## src/rtl/mem_sequencer.sv

```systemverilog
// Sequencer in front of the memory unit: turns one byte read/write request into
// the registered MAR/MBR/RAM-enable strobe sequence and returns a response pulse.
module mem_sequencer #(
  parameter int unsigned WAIT_CYCLES = 2
) (
  input  logic        i_clk,
  input  logic        i_rst_n,
  input  logic        i_req_valid,
  output logic        o_req_ready,
  input  logic        i_req_write,
  input  logic        i_req_zero_page,
  input  logic        i_req_part,
  input  logic [15:0] i_req_addr,
  input  logic [7:0]  i_req_wdata,
  output logic        o_rsp_valid,
  output logic [7:0]  o_rsp_rdata,
  output logic        o_zero_page,
  output logic        o_mem_part,
  output logic        o_mem_out,
  output logic        o_mem_in,
  output logic        o_reg_mbr_load,
  output logic        o_reg_mbr_word_dir,
  output logic        o_reg_mar_load,
  output logic [15:0] o_address,
  output logic [7:0]  o_data_out,
  output logic        o_data_oe,
  input  logic [7:0]  i_data_in
);

  localparam int unsigned AW = 16;
  localparam int unsigned DW = 8;
  localparam int unsigned CW = 4;
  localparam logic [CW-1:0] CNT_LOAD = CW'(WAIT_CYCLES - 1);

  generate
    if (WAIT_CYCLES < 1 || WAIT_CYCLES > 15) begin : g_bad_wait
      $error("mem_sequencer: WAIT_CYCLES must be in 1..15");
    end
  endgenerate

  typedef enum logic [2:0] {
    S_IDLE,
    S_LOAD_MAR,
    S_LOAD_MBR,
    S_ACCESS,
    S_RECOVER
  } state_t;

  state_t          r_state, w_state_nxt;
  logic [CW-1:0]   r_cnt, w_cnt_nxt;
  logic            r_write, w_write_nxt;
  logic            r_req_ready, w_req_ready_nxt;
  logic            r_rsp_valid, w_rsp_valid_nxt;
  logic [DW-1:0]   r_rsp_rdata, w_rsp_rdata_nxt;
  logic            r_zero_page, w_zero_page_nxt;
  logic            r_mem_part, w_mem_part_nxt;
  logic            r_mem_out, w_mem_out_nxt;
  logic            r_mem_in, w_mem_in_nxt;
  logic            r_mbr_load, w_mbr_load_nxt;
  logic            r_mbr_dir, w_mbr_dir_nxt;
  logic            r_mar_load, w_mar_load_nxt;
  logic [AW-1:0]   r_address, w_address_nxt;
  logic [DW-1:0]   r_data_out, w_data_out_nxt;
  logic            r_data_oe, w_data_oe_nxt;

  // State and every output are registered so strobes change only on clock edges.
  always_ff @(posedge i_clk) begin
    if (!i_rst_n) begin
      r_state     <= S_IDLE;
      r_cnt       <= '0;
      r_write     <= 1'b0;
      r_req_ready <= 1'b0;
      r_rsp_valid <= 1'b0;
      r_rsp_rdata <= '0;
      r_zero_page <= 1'b1;
      r_mem_part  <= 1'b0;
      r_mem_out   <= 1'b1;
      r_mem_in    <= 1'b1;
      r_mbr_load  <= 1'b0;
      r_mbr_dir   <= 1'b1;
      r_mar_load  <= 1'b0;
      r_address   <= '0;
      r_data_out  <= '0;
      r_data_oe   <= 1'b0;
    end else begin
      r_state     <= w_state_nxt;
      r_cnt       <= w_cnt_nxt;
      r_write     <= w_write_nxt;
      r_req_ready <= w_req_ready_nxt;
      r_rsp_valid <= w_rsp_valid_nxt;
      r_rsp_rdata <= w_rsp_rdata_nxt;
      r_zero_page <= w_zero_page_nxt;
      r_mem_part  <= w_mem_part_nxt;
      r_mem_out   <= w_mem_out_nxt;
      r_mem_in    <= w_mem_in_nxt;
      r_mbr_load  <= w_mbr_load_nxt;
      r_mbr_dir   <= w_mbr_dir_nxt;
      r_mar_load  <= w_mar_load_nxt;
      r_address   <= w_address_nxt;
      r_data_out  <= w_data_out_nxt;
      r_data_oe   <= w_data_oe_nxt;
    end
  end

  // Next state plus the output values that the next state must present.
  always_comb begin
    w_state_nxt     = r_state;
    w_cnt_nxt       = r_cnt;
    w_write_nxt     = r_write;
    w_address_nxt   = r_address;
    w_zero_page_nxt = r_zero_page;
    w_mem_part_nxt  = r_mem_part;
    w_data_out_nxt  = r_data_out;
    w_rsp_rdata_nxt = r_rsp_rdata;
    w_req_ready_nxt = 1'b0;
    w_rsp_valid_nxt = 1'b0;
    w_mar_load_nxt  = 1'b0;
    w_mbr_load_nxt  = 1'b0;
    w_mem_out_nxt   = 1'b1;
    w_mem_in_nxt    = 1'b1;
    w_mbr_dir_nxt   = 1'b1;
    w_data_oe_nxt   = 1'b0;

    case (r_state)
      S_IDLE: begin
        if (i_req_valid && r_req_ready) begin
          w_state_nxt     = S_LOAD_MAR;
          w_write_nxt     = i_req_write;
          w_address_nxt   = i_req_addr;
          w_zero_page_nxt = i_req_zero_page;
          w_mem_part_nxt  = i_req_part;
          w_data_out_nxt  = i_req_write ? i_req_wdata : '0;
          w_data_oe_nxt   = i_req_write;
          w_mar_load_nxt  = 1'b1;
        end else begin
          w_req_ready_nxt = 1'b1;
        end
      end
      S_LOAD_MAR: begin
        if (r_write) begin
          w_state_nxt    = S_LOAD_MBR;
          w_mbr_load_nxt = 1'b1;
          w_data_oe_nxt  = 1'b1;
        end else begin
          w_state_nxt    = S_ACCESS;
          w_cnt_nxt      = CNT_LOAD;
          w_mem_out_nxt  = 1'b0;
          w_mbr_dir_nxt  = 1'b0;
        end
      end
      S_LOAD_MBR: begin
        w_state_nxt  = S_ACCESS;
        w_cnt_nxt    = CNT_LOAD;
        w_mem_in_nxt = 1'b0;
      end
      S_ACCESS: begin
        if (r_cnt == '0) begin
          w_state_nxt     = S_RECOVER;
          w_rsp_valid_nxt = 1'b1;
          if (!r_write) begin
            w_rsp_rdata_nxt = i_data_in;
          end
        end else begin
          w_cnt_nxt = r_cnt - CW'(1);
          if (r_write) begin
            w_mem_in_nxt = 1'b0;
          end else begin
            w_mem_out_nxt = 1'b0;
            w_mbr_dir_nxt = 1'b0;
          end
        end
      end
      S_RECOVER: begin
        w_state_nxt     = S_IDLE;
        w_req_ready_nxt = 1'b1;
        w_cnt_nxt       = '0;
        w_address_nxt   = '0;
        w_zero_page_nxt = 1'b1;
        w_mem_part_nxt  = 1'b0;
        w_data_out_nxt  = '0;
      end
      default: begin
        w_state_nxt = S_IDLE;
      end
    endcase
  end

  assign o_req_ready        = r_req_ready;
  assign o_rsp_valid        = r_rsp_valid;
  assign o_rsp_rdata        = r_rsp_rdata;
  assign o_zero_page        = r_zero_page;
  assign o_mem_part         = r_mem_part;
  assign o_mem_out          = r_mem_out;
  assign o_mem_in           = r_mem_in;
  assign o_reg_mbr_load     = r_mbr_load;
  assign o_reg_mbr_word_dir = r_mbr_dir;
  assign o_reg_mar_load     = r_mar_load;
  assign o_address          = r_address;
  assign o_data_out         = r_data_out;
  assign o_data_oe          = r_data_oe;

endmodule

```

## config.mk

```make
export PLATFORM = sky130hd
export DESIGN_NAME = mem_sequencer
export DESIGN_NICKNAME = d
export VERILOG_FILES = /design/src/rtl/mem_sequencer.sv
export SDC_FILE = /design/constraint.sdc
export NUM_CORES = 1
export LEC_CHECK = 0
export ABC_AREA = 1
export BUFFER_PORTS_ARGS = -buffer_cell sky130_fd_sc_hd__buf_2
export CAP_MARGIN = 20
export CORE_MARGIN = 5
export CORE_UTILIZATION = 40
export DETAILED_ROUTE_END_ITERATION = 12
export PLACE_DENSITY = 0.69
export SETUP_SLACK_MARGIN = 0.4
export SLEW_MARGIN = 10
export SYNTH_ARGS = -nofsm -noshare
export SYNTH_HDL_FRONTEND = slang
export SYNTH_SLANG_ARGS = --single-unit
```

## constraint.sdc

```tcl
create_clock -name i_clk -period 2.11 [get_ports i_clk]
set_clock_uncertainty 0.2 [all_clocks]
set_input_delay 0.422 -clock i_clk [delete_from_list [all_inputs] [get_ports i_clk]]
set_output_delay 0.422 -clock i_clk [all_outputs]
set_load 0.005 [all_outputs]
```

Yosys cells after proc, flatten, opt, wreduce, memory -nomap -nowiden:

Index checks and enable logic that the tools add are counted.

* word-level logic and storage cells: 66
* input port bits: 38
* flip-flop bits (word level): 49
* output and inout port bits: 42

* reductions and logical operators: 13
* bitwise gates (word level): 1
* add/subtract/negate cells: 1
* equal/unequal tests: 8
* multiplexer cells: 28

Operators with widths (number)
* 16-bit case mux with 2 select lines: 1
* 16-bit 2-to-1 mux: 1
* 8-bit 2-to-1 mux: 2
* 4-bit case mux with 4 select lines: 1
* 8-bit case mux with 2 select lines: 1
* 1-bit case mux with 2 select lines: 6
* 3-bit case mux with 4 select lines: 1
* 2-bit AND reduction: 6
* 1-bit 2-to-1 mux: 11
* 4-bit 2-to-1 mux: 2
* 2-bit inequality test, second input constant: 4
* 3-bit by 2-bit == test with 1-bit output, second input constant: 2
* 3-bit 2-to-1 mux: 2
* 3-bit AND reduction: 2
* 4-bit zero test: 1
* 4-bit nonzero test: 1
* 4-bit by 1-bit subtractor with 4-bit output, second input constant: 1
* 3-bit by 1-bit == test with 1-bit output, second input constant: 1
* 3-bit == test, second input constant: 1
* 3-bit zero test: 1
* 2-bit nonzero test: 1
* 1-bit logical AND: 1
* 1-bit NOT: 1

Longest topological paths before layout:

* word-level depth: 3
* gate-level depth with buffers: 9
* mapped depth without buffers: 9

Least setup slack after synthesis:

OpenSTA, ideal clock, no wires.

* kind: input port to flip-flop
* start: input port i_req_valid
* end: register r_address[10], in the netlist o_address[10]
* arrival time: 1.139 ns
* required time: 1.798 ns
* cell stages on the path: 6
* library setup time: 0.112 ns
* path slack: 0.659 ns
* path buffers: 1
* cells stage by stage: nand2_1 > nor3_4 > inv_2 > buf_2 > nand3_1 > nand2_1

* word-level cells in the longest chain between the ends: 3

RTL lines
* start, declared: RTL line 8 `input logic i_req_valid,`
* 1-bit logical AND: RTL line 126 `if (i_req_valid && r_req_ready) begin`
* 2-bit inequality test (no line)
* 2-bit AND reduction (no line)
* end signal, assigned: RTL line 99 `r_address <= w_address_nxt;`
* end, declared: RTL line 62 `logic [AW-1:0] r_address, w_address_nxt;`

Every way passes these cells.
A chain may end at the register's enable or synchronous reset.

Final worst setup path:

* start: register r_cnt[0]
* end: register r_rsp_rdata[0], in the netlist o_rsp_rdata[0]

* word-level cells in the longest chain between the ends: 2

RTL lines
* start, declared: RTL line 50 `logic [CW-1:0] r_cnt, w_cnt_nxt;`
* start signal, assigned: RTL line 87 `r_cnt <= w_cnt_nxt;`
* 4-bit zero test: RTL line 157 `if (r_cnt == '0) begin`
* 3-bit AND reduction (no line)
* end signal, assigned: RTL line 91 `r_rsp_rdata <= w_rsp_rdata_nxt;`
* end, declared: RTL line 54 `logic [DW-1:0] r_rsp_rdata, w_rsp_rdata_nxt;`

Every way passes these cells.

==> metrics.txt <==
period utilization 73.8%; Die W 78.1 µm; max frequency 642 MHz; met3 routed WL 324 µm; commonest non-fill, non-tap cell in the layout buf_2; die outline area 6090 µm²; register area share after synthesis 52.9%; Top Layer Used met4; final WL 4470 µm; leakage 1.25 nW; Period minus WS final 1.56 ns; grt total ovfl 0; Crit Path Category flop to flop; CP Max Fanout 9; ANT cells 0; fraction of layout cells with a size suffix above 1 33.3%; vias in the first global route 1,685; NumNets Final 363; DR vias/cell 4.74; Cell Chain, Critical Path inv_1, ha_1, nand2_1, nor2_1, nand2_2, inv_2, nor2_1, nor2_1; outcome completed; final hold violations 0; Placed Cells 366; slew margin rel. 73.3%; pwr/cell area 1020 nW/µm²; drt pass-1 iters 6; arrival time worst endpoint 1.60 ns; drt drc 0; initial antenna violation count 0; cell count after synthesis 240; clock latency on the worst-skew pair 0.30 ns; Setup crit start kind flop; TritonCTS clock tree built; Least-Margin Pin Slew 0.400 ns; WL per Instance 11.9 µm; Core Region 4410 µm²; fill count 434; synthesis warning total 0; antenna-violating nets left 0; routed length on met2 2050 µm; Die Y 78.1 µm; Top Ports 80; commonest cells after routing, fill and taps aside buf_2, nand2_1, dfxtp_1; Critical Path Slowest Stage Cell dfxtp_1; Max H-tree Level 2; Via Count 1,782; Placement Setup Slack 0.411 ns; DPL Wire Length 3330 µm; clock root cell clkbuf_8; Row Count 24; number of distinct library cells after synthesis 22; P&R area growth vs syn 29.8%; Max stage delay on crit path 0.31 ns; Sink Count 49; Starting Density 42.0%; clock buffer count from CTS 5; I/O Buffers 79; Yosys top cell by area dfxtp_1; Setup-failing EPs final 0; largest cells by area after synthesis dfxtp_1, nand2_1, nand3_1, nor2_1, a21oi_1; syn avg cell area 7.72 µm²; met1 wire length 1990 µm; Post-CTS Hold Buffers 0; maxcap violations 0; CTS clock-pin slew for the worst setup and hold paths 0.08 ns; gp weighted congestion 0.778; CP endpoint kind flop; area share of the largest cell type after synthesis 52.9%; Final Core Density 54.5%; GRT Util Overall 14.2%; Mapped Nets 280; largest net degree at the start of global routing 20; Worst IR Drop VDD 438 µV; DRT iter0 DRCs 51; RSZ-0062 raised after global routing no; WHS 0.106 ns; Synth Cell Area 1850 µm²; Slew Limit Fails 0; Seq cells post-synth 49; most used cell, CP nor2_1; Worst Path Required 2.15 ns; largest buffer count on any clock path 2; first-pass GRT wire length 7180 µm; Worst Setup Slack, final 0.552 ns; HP Class input port to flop; TNS Setup 0 ns; Finished Layout Cells 376
-- cells in the mapped netlist --
cell / n
nand2_2: 3
nor3_4: 1
o21ai_0: 11
a21oi_1: 14
nand3_1: 25
o22ai_1: 1
nor2_2: 1
a31oi_1: 2
nor2_4: 1
dfxtp_1: 49
buf_2: 3
buf_4: 1
buf_1: 1
nand2_1: 71
inv_2: 9
nor2_1: 29
nand4_1: 1
ha_1: 2
nand3_2: 3
buf_6: 1
inv_1: 10
nor3_1: 1
-- registers in the layout, summed over array words and instances, names as in the netlist --
register,cells
o_reg_mbr_load,1
r_state,3
o_zero_page,1
o_data_out,8
o_mem_part,1
o_rsp_valid,1
r_write,1
o_mem_in,1
o_data_oe,1
o_req_ready,1
r_cnt,4
o_reg_mbr_word_dir,1
o_address,16
o_reg_mar_load,1
o_rsp_rdata,8
-- cell families (layout without fill, tap and decap cells) --
group,after synthesis,after routing,synth area share [%]
simple gates,136,136,32.1
fa+ha+maj,2,2,1.35
buf+inv,25,109,5.87
compound gates,28,28,7.77
flops,49,49,52.9
-- timing repair --
action / 4_1_cts / 5_1_grt
buffers inserted: 0 / 2
gates resized for setup: 0 / 1
setup endpoints to repair: 0 / 3
-- power breakdown --
group / switching, mW / internal, mW / total, mW
sequential: 0.0849 / 1.07 / 1.15
clock: 0.291 / 0.296 / 0.588
combinational: 0.434 / 0.276 / 0.709
total: 0.810 / 1.64 / 2.45
-- final cells by class --
type	count	area (µm²)	area share, %
Clock buffer	7	96.3	4.01
Clock inverter	1	5.00	0.208
Inverter	19	71.3	2.97
Multi-Input combinational cell	166	768	31.9
Sequential cell	49	981	40.8
Tap cell	52	65.1	2.71
Timing Repair Buffer	82	418	17.4
-- metal layers --
layer  global-route usage (%)  vias up
li1                         -      930
met1                     16.5      792
met2                     23.5       51
met3                     4.35        9
met4                     7.09        0
met5                        0        -
-- final timing paths --
kind,start,to,slack [ns],cells past startpoint
min reg2reg,r_cnt[1],r_cnt[1],0.27,2
max reg2reg,r_cnt[0],o_rsp_rdata[0],0.55,8
min,i_req_addr[1],o_address[1],0.11,3
max,r_cnt[0],o_rsp_rdata[0],0.55,8
-- per-stage QoR --
step | power, mW | area [µm²]
after global routing | 2.62 | 2400
after floorplan | 1.64 | 1850
final | 2.45 | 2400
after detailed placement | 1.87 | 2280
after CTS | 2.46 | 2380
after global placement | 1.86 | 2280
-- critical path, delay by kind of cell, from the launching register on --
family / cells / cell delay, ns
and+or+nand+nor: 5 / 0.56
DFF: 1 / 0.31
buffers and inverters: 2 / 0.27
adders and majority gates: 1 / 0.16
No activity file was read; power rests on OpenSTA's default activity.
